## src/rtl/bin2bcd_seq_pkg.sv

```systemverilog
// bin2bcd_seq_pkg: shared FSM state type and BCD digit constants for bin2bcd_seq
package bin2bcd_seq_pkg;
    typedef enum logic [1:0] {IDLE, SHIFT, DONE} state_t;
    localparam int BCD_DIGIT_W    = 4;
    localparam int BCD_ADJ_THRESH = 5;
    localparam int BCD_ADJ_ADD    = 3;
endpackage

```

## src/rtl/bin2bcd_seq_digit_adj.sv

```systemverilog
// bcd_digit_adj: add-3 correction of one BCD digit before a shift (din in, dout out)
module bcd_digit_adj
    import bin2bcd_seq_pkg::*;
(
    input  logic [BCD_DIGIT_W-1:0] din,
    output logic [BCD_DIGIT_W-1:0] dout
);
    assign dout = (din >= BCD_DIGIT_W'(BCD_ADJ_THRESH)) ? din + BCD_DIGIT_W'(BCD_ADJ_ADD) : din;
endmodule

```

## src/rtl/bin2bcd_seq.sv

```systemverilog
// bin2bcd_seq: sequential shift-and-add-3 binary to BCD converter; ports clk, rst (async), start/bin_in in, busy/done/bcd_out/ovf/neg out; BIN2BCD_SIGNED_EN enables two's complement input
module bin2bcd_seq
    import bin2bcd_seq_pkg::*;
#(
    parameter int WIDTH  = 16,
    parameter int DIGITS = 5
) (
    input  logic                        clk,
    input  logic                        rst,
    input  logic                        start,
    input  logic [WIDTH-1:0]            bin_in,
    output logic                        busy,
    output logic                        done,
    output logic [BCD_DIGIT_W*DIGITS-1:0] bcd_out,
    output logic                        ovf,
    output logic                        neg
);
    localparam int BW = BCD_DIGIT_W * DIGITS;
    localparam int CW = $clog2(WIDTH + 1);

    state_t           state, state_nx;
    logic [BW-1:0]    scratch, adj, scratch_nx;
    logic [WIDTH-1:0] shreg, load_val;
    logic [CW-1:0]    cnt;
    logic             sticky, sticky_nx, last, accept;

    for (genvar g = 0; g < DIGITS; g++) begin : g_adj
        bcd_digit_adj u_adj (
            .din  (scratch[g*BCD_DIGIT_W +: BCD_DIGIT_W]),
            .dout (adj[g*BCD_DIGIT_W +: BCD_DIGIT_W])
        );
    end

    assign accept     = (state == IDLE) && start;
    assign last       = (cnt == CW'(1));
    // Adjusted scratch shifted left with the operand MSB entering at bit 0; the bit leaving the top digit marks overflow
    assign scratch_nx = {adj[BW-2:0], shreg[WIDTH-1]};
    assign sticky_nx  = sticky | adj[BW-1];

    always_ff @(posedge clk or posedge rst)
        if (rst) state <= IDLE;
        else     state <= state_nx;

    always_comb begin
        state_nx = state;
        busy     = (state != IDLE);
        done     = (state == DONE);
        if (accept)                        state_nx = SHIFT;
        else if ((state == SHIFT) && last) state_nx = DONE;
        else if (state == DONE)            state_nx = IDLE;
    end

    always_ff @(posedge clk or posedge rst)
        if (rst) begin
            scratch <= '0;
            shreg   <= '0;
            cnt     <= '0;
            sticky  <= 1'b0;
            bcd_out <= '0;
            ovf     <= 1'b0;
        end else if (accept) begin
            scratch <= '0;
            shreg   <= load_val;
            cnt     <= CW'(WIDTH);
            sticky  <= 1'b0;
        end else if (state == SHIFT) begin
            scratch <= scratch_nx;
            shreg   <= shreg << 1;
            cnt     <= cnt - CW'(1);
            sticky  <= sticky_nx;
            if (last) begin
                bcd_out <= scratch_nx;
                ovf     <= sticky_nx;
            end
        end

`ifdef BIN2BCD_SIGNED_EN
    logic sign;
    // Magnitude fits WIDTH bits unsigned, so the most negative value converts correctly
    assign load_val = bin_in[WIDTH-1] ? WIDTH'(-bin_in) : bin_in;

    always_ff @(posedge clk or posedge rst)
        if (rst) begin
            sign <= 1'b0;
            neg  <= 1'b0;
        end else if (accept) begin
            sign <= bin_in[WIDTH-1];
        end else if ((state == SHIFT) && last) begin
            neg <= sign;
        end
`else
    assign load_val = bin_in;
    assign neg      = 1'b0;
`endif
endmodule

```

## config.mk

```make
export PLATFORM = sky130hd
export DESIGN_NAME = bin2bcd_seq
export DESIGN_NICKNAME = d
export VERILOG_FILES = /design/src/rtl/bin2bcd_seq_pkg.sv /design/src/rtl/bin2bcd_seq_digit_adj.sv /design/src/rtl/bin2bcd_seq.sv
export SDC_FILE = /design/constraint.sdc
export NUM_CORES = 1
export LEC_CHECK = 0
export CORE_MARGIN = 4
export CORE_UTILIZATION = 45
export CTS_BUF_LIST = sky130_fd_sc_hd__clkbuf_4
export CTS_CLUSTER_SIZE = 12
export DETAILED_ROUTE_END_ITERATION = 6
export PLACE_DENSITY = 0.67
export SLEW_MARGIN = 10
export SYNTH_ARGS = -nofsm -noshare
export SYNTH_HDL_FRONTEND = slang
export SYNTH_HIERARCHICAL = 1
export SYNTH_SLANG_ARGS = --single-unit
```

## constraint.sdc

```tcl
create_clock -name clk -period 1.95 [get_ports clk]
set_input_delay 0.195 -clock clk [delete_from_list [all_inputs] [get_ports clk]]
set_output_delay 0.195 -clock clk [all_outputs]
set_load 0.02 [all_outputs]
```

# Word level (Yosys, flattened, before mapping)
# Index checks and enable logic that the tools add are counted.
[totals]
regBits = 65
ramBits = 0
latchBits = 0
mem_bits_ro = 0
n_memories = 0
word_cells = 46
[op_classes]
multipliers = 0
n_bitwise = 2
reduce_logical = 7
shifts = 0
n_eq_ne = 3
n_lt_le_gt_ge = 5
n_addsub = 6
div_mod_pow = 0
n_mux = 16
[op_table]
columns = ["op", "count"]
rows = [
  ["20-bit two-way mux", 2],
  ["16-bit two-way mux", 2],
  ["4-bit by 2-bit adder with 4-bit output, second input constant", 5],
  ["4-bit by 3-bit greater-or-equal comparator with 1-bit output, second input constant", 5],
  ["4-bit two-way mux", 5],
  ["5-bit two-way mux", 2],
  ["2-bit two-way mux", 3],
  ["5-bit by 1-bit == test with 1-bit output, second input constant", 1],
  ["5-bit by 1-bit subtractor with 5-bit output, second input constant", 1],
  ["2-bit nonzero test", 2],
  ["3-bit AND reduction", 1],
  ["3-bit nonzero test", 1],
  ["2-bit by 1-bit == test with 1-bit output, second input constant", 1],
  ["2-bit == test, second input constant", 1],
  ["1-bit logical AND", 2],
  ["2-bit zero test", 1],
  ["1-bit two-way mux", 2],
  ["1-bit NOT", 1],
  ["1-bit bitwise OR", 1],
]

# Longest topological paths before layout
# Gate-level depths: netlist (run 1).
[depth]
word_depth = 5
ltp_mapped = 7
depth_no_buf = 7

# Hierarchy
# Netlist (run 1), hierarchy kept.
[by_module_without_submodules]
columns = ["mod", "seq_area_each_um2", "instances", "cells_each", "area_per_inst_um2"]
rows = [
  ["bin2bcd_seq", 1626.6, 1, 244, 2747.6],
  ["bcd_digit_adj", 0.0, 5, 16, 101.3],
]

# Least setup slack after synthesis (run 1)
# OpenSTA, ideal clock, no wires.
[synth_timing]
path_type = "register to register"
from = "register state[1]"
to = "register bcd_out[19]"
arrival_time_ns = 1.377
path_stages_with_launch = 6
n_path_buf = 2
synth_period_minus_slack_ns = 1.503
setup_slack_ns = 0.447
setup_ns = 0.125
cell_sequence = "dfrtp_1 > buf_6 > nor4b_4 > nand3b_4 > buf_6 > mux2_4"
[synth_between]
elab_chain_cells = 4
[synth_lines]
columns = ["element", "line", "rtl"]
rows = [
  ["from (decl)", "bin2bcd_seq.sv:21", "state_t state, state_nx;"],
  ["from (signal assigned)", "bin2bcd_seq.sv:42", "else state <= state_nx;"],
  ["2-bit zero test", "bin2bcd_seq.sv:34", "assign accept = (state == IDLE) && start;"],
  ["1-bit logical AND", "bin2bcd_seq.sv:34", ""],
  ["1-bit NOT (no line)", "--", ""],
  ["3-bit AND reduction (no line) (*)", "--", ""],
  ["to (signal assigned)", "bin2bcd_seq.sv:72", "bcd_out <= scratch_nx;"],
  ["to (decl)", "bin2bcd_seq.sv:14", "output logic [BCD_DIGIT_W*DIGITS-1:0] bcd_out,"],
]
# Every way passes the cells marked *; elsewhere a longest branch is shown, timed or not.
# A chain may end at the register's enable or synchronous reset.

# Worst setup path in the final report (run 1)
[layout_timing]
from = "register state[0]"
to = "output busy"
[layout_between]
elab_chain_cells = 1
[layout_lines]
columns = ["element", "line", "rtl"]
rows = [
  ["2-bit nonzero test", "bin2bcd_seq.sv:46", "busy = (state != IDLE);"],
  ["to (decl)", "bin2bcd_seq.sv:12", "output logic busy,"],
]
# Every way passes these cells.

==> results by group, run 1 <==
Clock network
  – CTS HTree Levels: 3
  – Root Buffer Master: clkbuf_4
  – Post-CTS Hold Buffers: 0
  – Worst skew pair latency: ~0.41 ns
  – Clock slew at reported path FFs: 0.10 ns
  – Clock sinks: 65
  – Clk buf depth: 2
  – Total CTS buffers: 9
  – TritonCTS clock tree: built

Timing
  – Max_slew headroom: about three fifths
  – Final Cycle Share: 93.60%
  – TNS Setup: 0 ns
  – RSZ-0062 raised after global routing: false
  – Final Critical Period: ~1.8 ns
  – Peak Freq: 547.9 MHz
  – Final clock skew: 0.006557 ns
  – Worst hold slack: 0.04693 ns
  – Hold Violations, Final: 0
  – Fin. max-slew vios: 0
  – # setup viols final: 0
  – Worst Tran Pin Value: 0.6279 ns

Yosys
  – Area contributors post-synth: dfrtp_1 (50%), nand2_1 (11%), mux2_4 (7.8%)
  – Netlist cell types: 33
  – Yosys warns: 6
  – Syn avg cell area: 10.04 um2
  – Post-synth top area share: approximately 50%
  – Post-synthesis sequential area ratio: around half
  – Seq cells post-synth: 65
  – Synth area leader: dfrtp_1
  – Synth Instances: 324
  – Dominant synthesized flop cell: dfrtp_1
  – Most frequent cells after synthesis: nand2_1 (96), dfrtp_1 (65), o21ai_0 (28), mux2_4 (17), a22oi_1 (15)
  – Top-count cell post-synth: nand2_1
  – Post-synth EDFFs: 0
  – Synth async-reset ratio: 100.0%
  – Mapped Area: ~0.0033 mm2
  – Synthesized Nets: 355

Global routing
  – Met3 Use GR: about 5.7%
  – First-pass GRT wire length: 10.27 mm
  – GR Util met1: 20.37%
  – Met2 GRT Util: a little under a quarter
  – Global Route Usage Sum: 15.17%
  – Initial antenna violation count: 0
  – Vias in the first global route: 2141
  – Total gr overflow: 0
  – Largest net degree at the start of global routing: 25
  – GRT busiest layer: met2

Worst setup path
  – Startpoint types: register
  – Maximum fanout along the worst path: 7
  – WP data arrival: 1.63 ns
  – Slowest Stage Delay on Critical Path: 0.49 ns
  – R2r setup slk: 0.26 ns
  – Setup Crit Path Kind: register to output pin
  – Cell chain of the critical path: buf_4 > or2_2 > clkdlybuf4s15_1
  – Slowest cell on the critical path: dfrtp_2
  – Buf/Inv on CP: 2
  – CP required: around 1.8 ns
  – Worst setup EP type: output pin
  – Critical path's top delay family: flip-flops

Drt
  – Drt total wl: 6.013 mm
  – Vias per cell: ~4.9
  – DRC: 0
  – Vias: 2300
  – Drt initial violations: 82
  – Wire per inst: 12.79 um
  – Routed Antenna Nets: 0
  – TritonRoute pass-1 iters: 4

Power and ir drop
  – Pwr/cell area: between 1500 and 2000 mW/mm2
  – Leakage power: around 1.9 nW
  – Worst VDD drop: 0.6408 mV

Finish
  – Synth-to-Final Area Change: 20.53%
  – Final nets: 401
  – Cell Count, Final, Fillers Out: 470
  – Share of layout cells above drive strength 1: 15.51%
  – FILL cells: 601
  – Antenna Cells: 0

Floorplanning
  – Vert. Die Dim: between 90 and 100 um
  – Die Wd: 93.04 um
  – Row count: 30
  – Std-Cell Core Area: 0.006907 mm2
  – Die area: 0.008656 mm2
  – Ports: 43
  – Initial core utilization: 47.12%

Job
  – Max-Cap Viols: 0

Run status
  – Status: finished clean

Placement
  – Placed cells: 455
  – IO Port Bufs: 41
  – Hpwl dp: 4.278 mm
  – GP Congestion: 0.7687

Worst hold path
  – HP Class: input pin to async pin
[registers in the layout, indices dropped and copies added (netlist names)]
register  flops
sticky        1
bcd_out      20
shreg        16
scratch      20
ovf           1
cnt           5
state         2
[metrics by stage]
step                      setup WS, ns  utilization (%)  cell area [um2]  power (mW)
after floorplan                 0.1285                -             3254       4.652
after global placement         0.09098            54.87             3790       5.519
final                           0.1249            56.79             3923       6.400
after global routing           0.03063            56.79             3923       6.970
after detailed placement       0.04553            54.87             3790       5.631
after CTS                      0.07124            56.65             3913       6.480
[worst reg2reg max path, cell delays in order, from the launching register on]
cell,delay [ns]
dfrtp_2,0.51
nor4b_4,0.37
nand3b_4,0.11
buf_4,0.25
mux2_4,0.34
[routing by layer]
| metal | vias to the layer above | wire (um) |
|---|---|---|
| li1 | 1166 | - |
| met4 | 0 | 59 |
| met2 | 47 | 2701 |
| met5 | - | 0 |
| met1 | 1082 | 2958 |
| met3 | 5 | 293 |
[power breakdown]
part	leakage (nW)	total [mW]	switching [mW]	internal [mW]
clock	0.0711	0.845	0.459	0.386
sequential	0.823	2.43	0.483	1.94
combinational	1.03	3.13	1.62	1.51
total	1.92	6.40	2.56	3.84
[area by class of cell]
type / instances / area (um2) / area share [%]
Sequential cell: 65 / 1629 / 41.53
Tap cell: 96 / 120.1 / 3.062
Multi-Input combinational cell: 228 / 1494 / 38.09
Clock inverter: 5 / 47.55 / 1.212
Clock buffer: 10 / 75.07 / 1.914
Inverter: 14 / 52.55 / 1.340
Timing Repair Buffer: 52 / 504.2 / 12.85
[placed cells by master (no fill, tap or decap), drive strengths merged, types with 2 or more instances in the layout]
master	count
o21ai	33
nand2	96
a22oi	15
nor2	7
mux2i	7
nor2b	2
nand3b	3
nand2b	12
xnor2	5
clkbuf	10
clkdlybuf4s50	39
mux2	20
clkinv	4
inv	14
a21oi	6
dfrtp	65
ha	12
buf	11
[final timing paths]
path,from,end,cells past startpoint
worst min-delay path,rst,scratch[13]$_DFFE_PP0P_,2
worst max register to register,state[1]$_DFFE_PP0P_,bcd_out[18]$_DFFE_PP0P_,4
min in group clk,bin_in[0],shreg[0]$_DFFE_PP0P_,3
worst min register to register,shreg[8]$_DFFE_PP0P_,shreg[8]$_DFFE_PP0P_,2
max in group asynchronous,rst,shreg[6]$_DFFE_PP0P_,3
worst max-delay path,state[0]$_DFFE_PP0P_,busy,3
[repair_timing]
| action | in CTS | in global routing |
|---|---|---|
| setup buffers | 0 | 0 |
| pin swaps | 0 | 0 |
| endpoints found under the setup margin | 2 | 8 |
| gates resized for setup | 4 | 2 |
[cells by family (layout without fill, tap and decap cells)]
kind of cell             Yosys count  after routing  share of synthesized area, %
AO/OA/AOI/OAI                     59             59                         11.11
AND/OR/NAND/NOR                  124            124                         17.15
XOR/XNOR                           5              5                         1.346
adder cells (fa/ha/maj)           12             12                         4.613
other                              1              1                        0.1152
buffers and inverters             31             81                         4.652
multiplexers                      27             27                         11.03
flip-flops                        65             65                         49.98
Power figures use the tool's default switching activity.
==> run 2: changes to the inputs <==
SLEW_MARGIN = not set   (was 10)
==> results of run 2 <==
No change in the layout: final DEF, timing and power equal those of run 1.
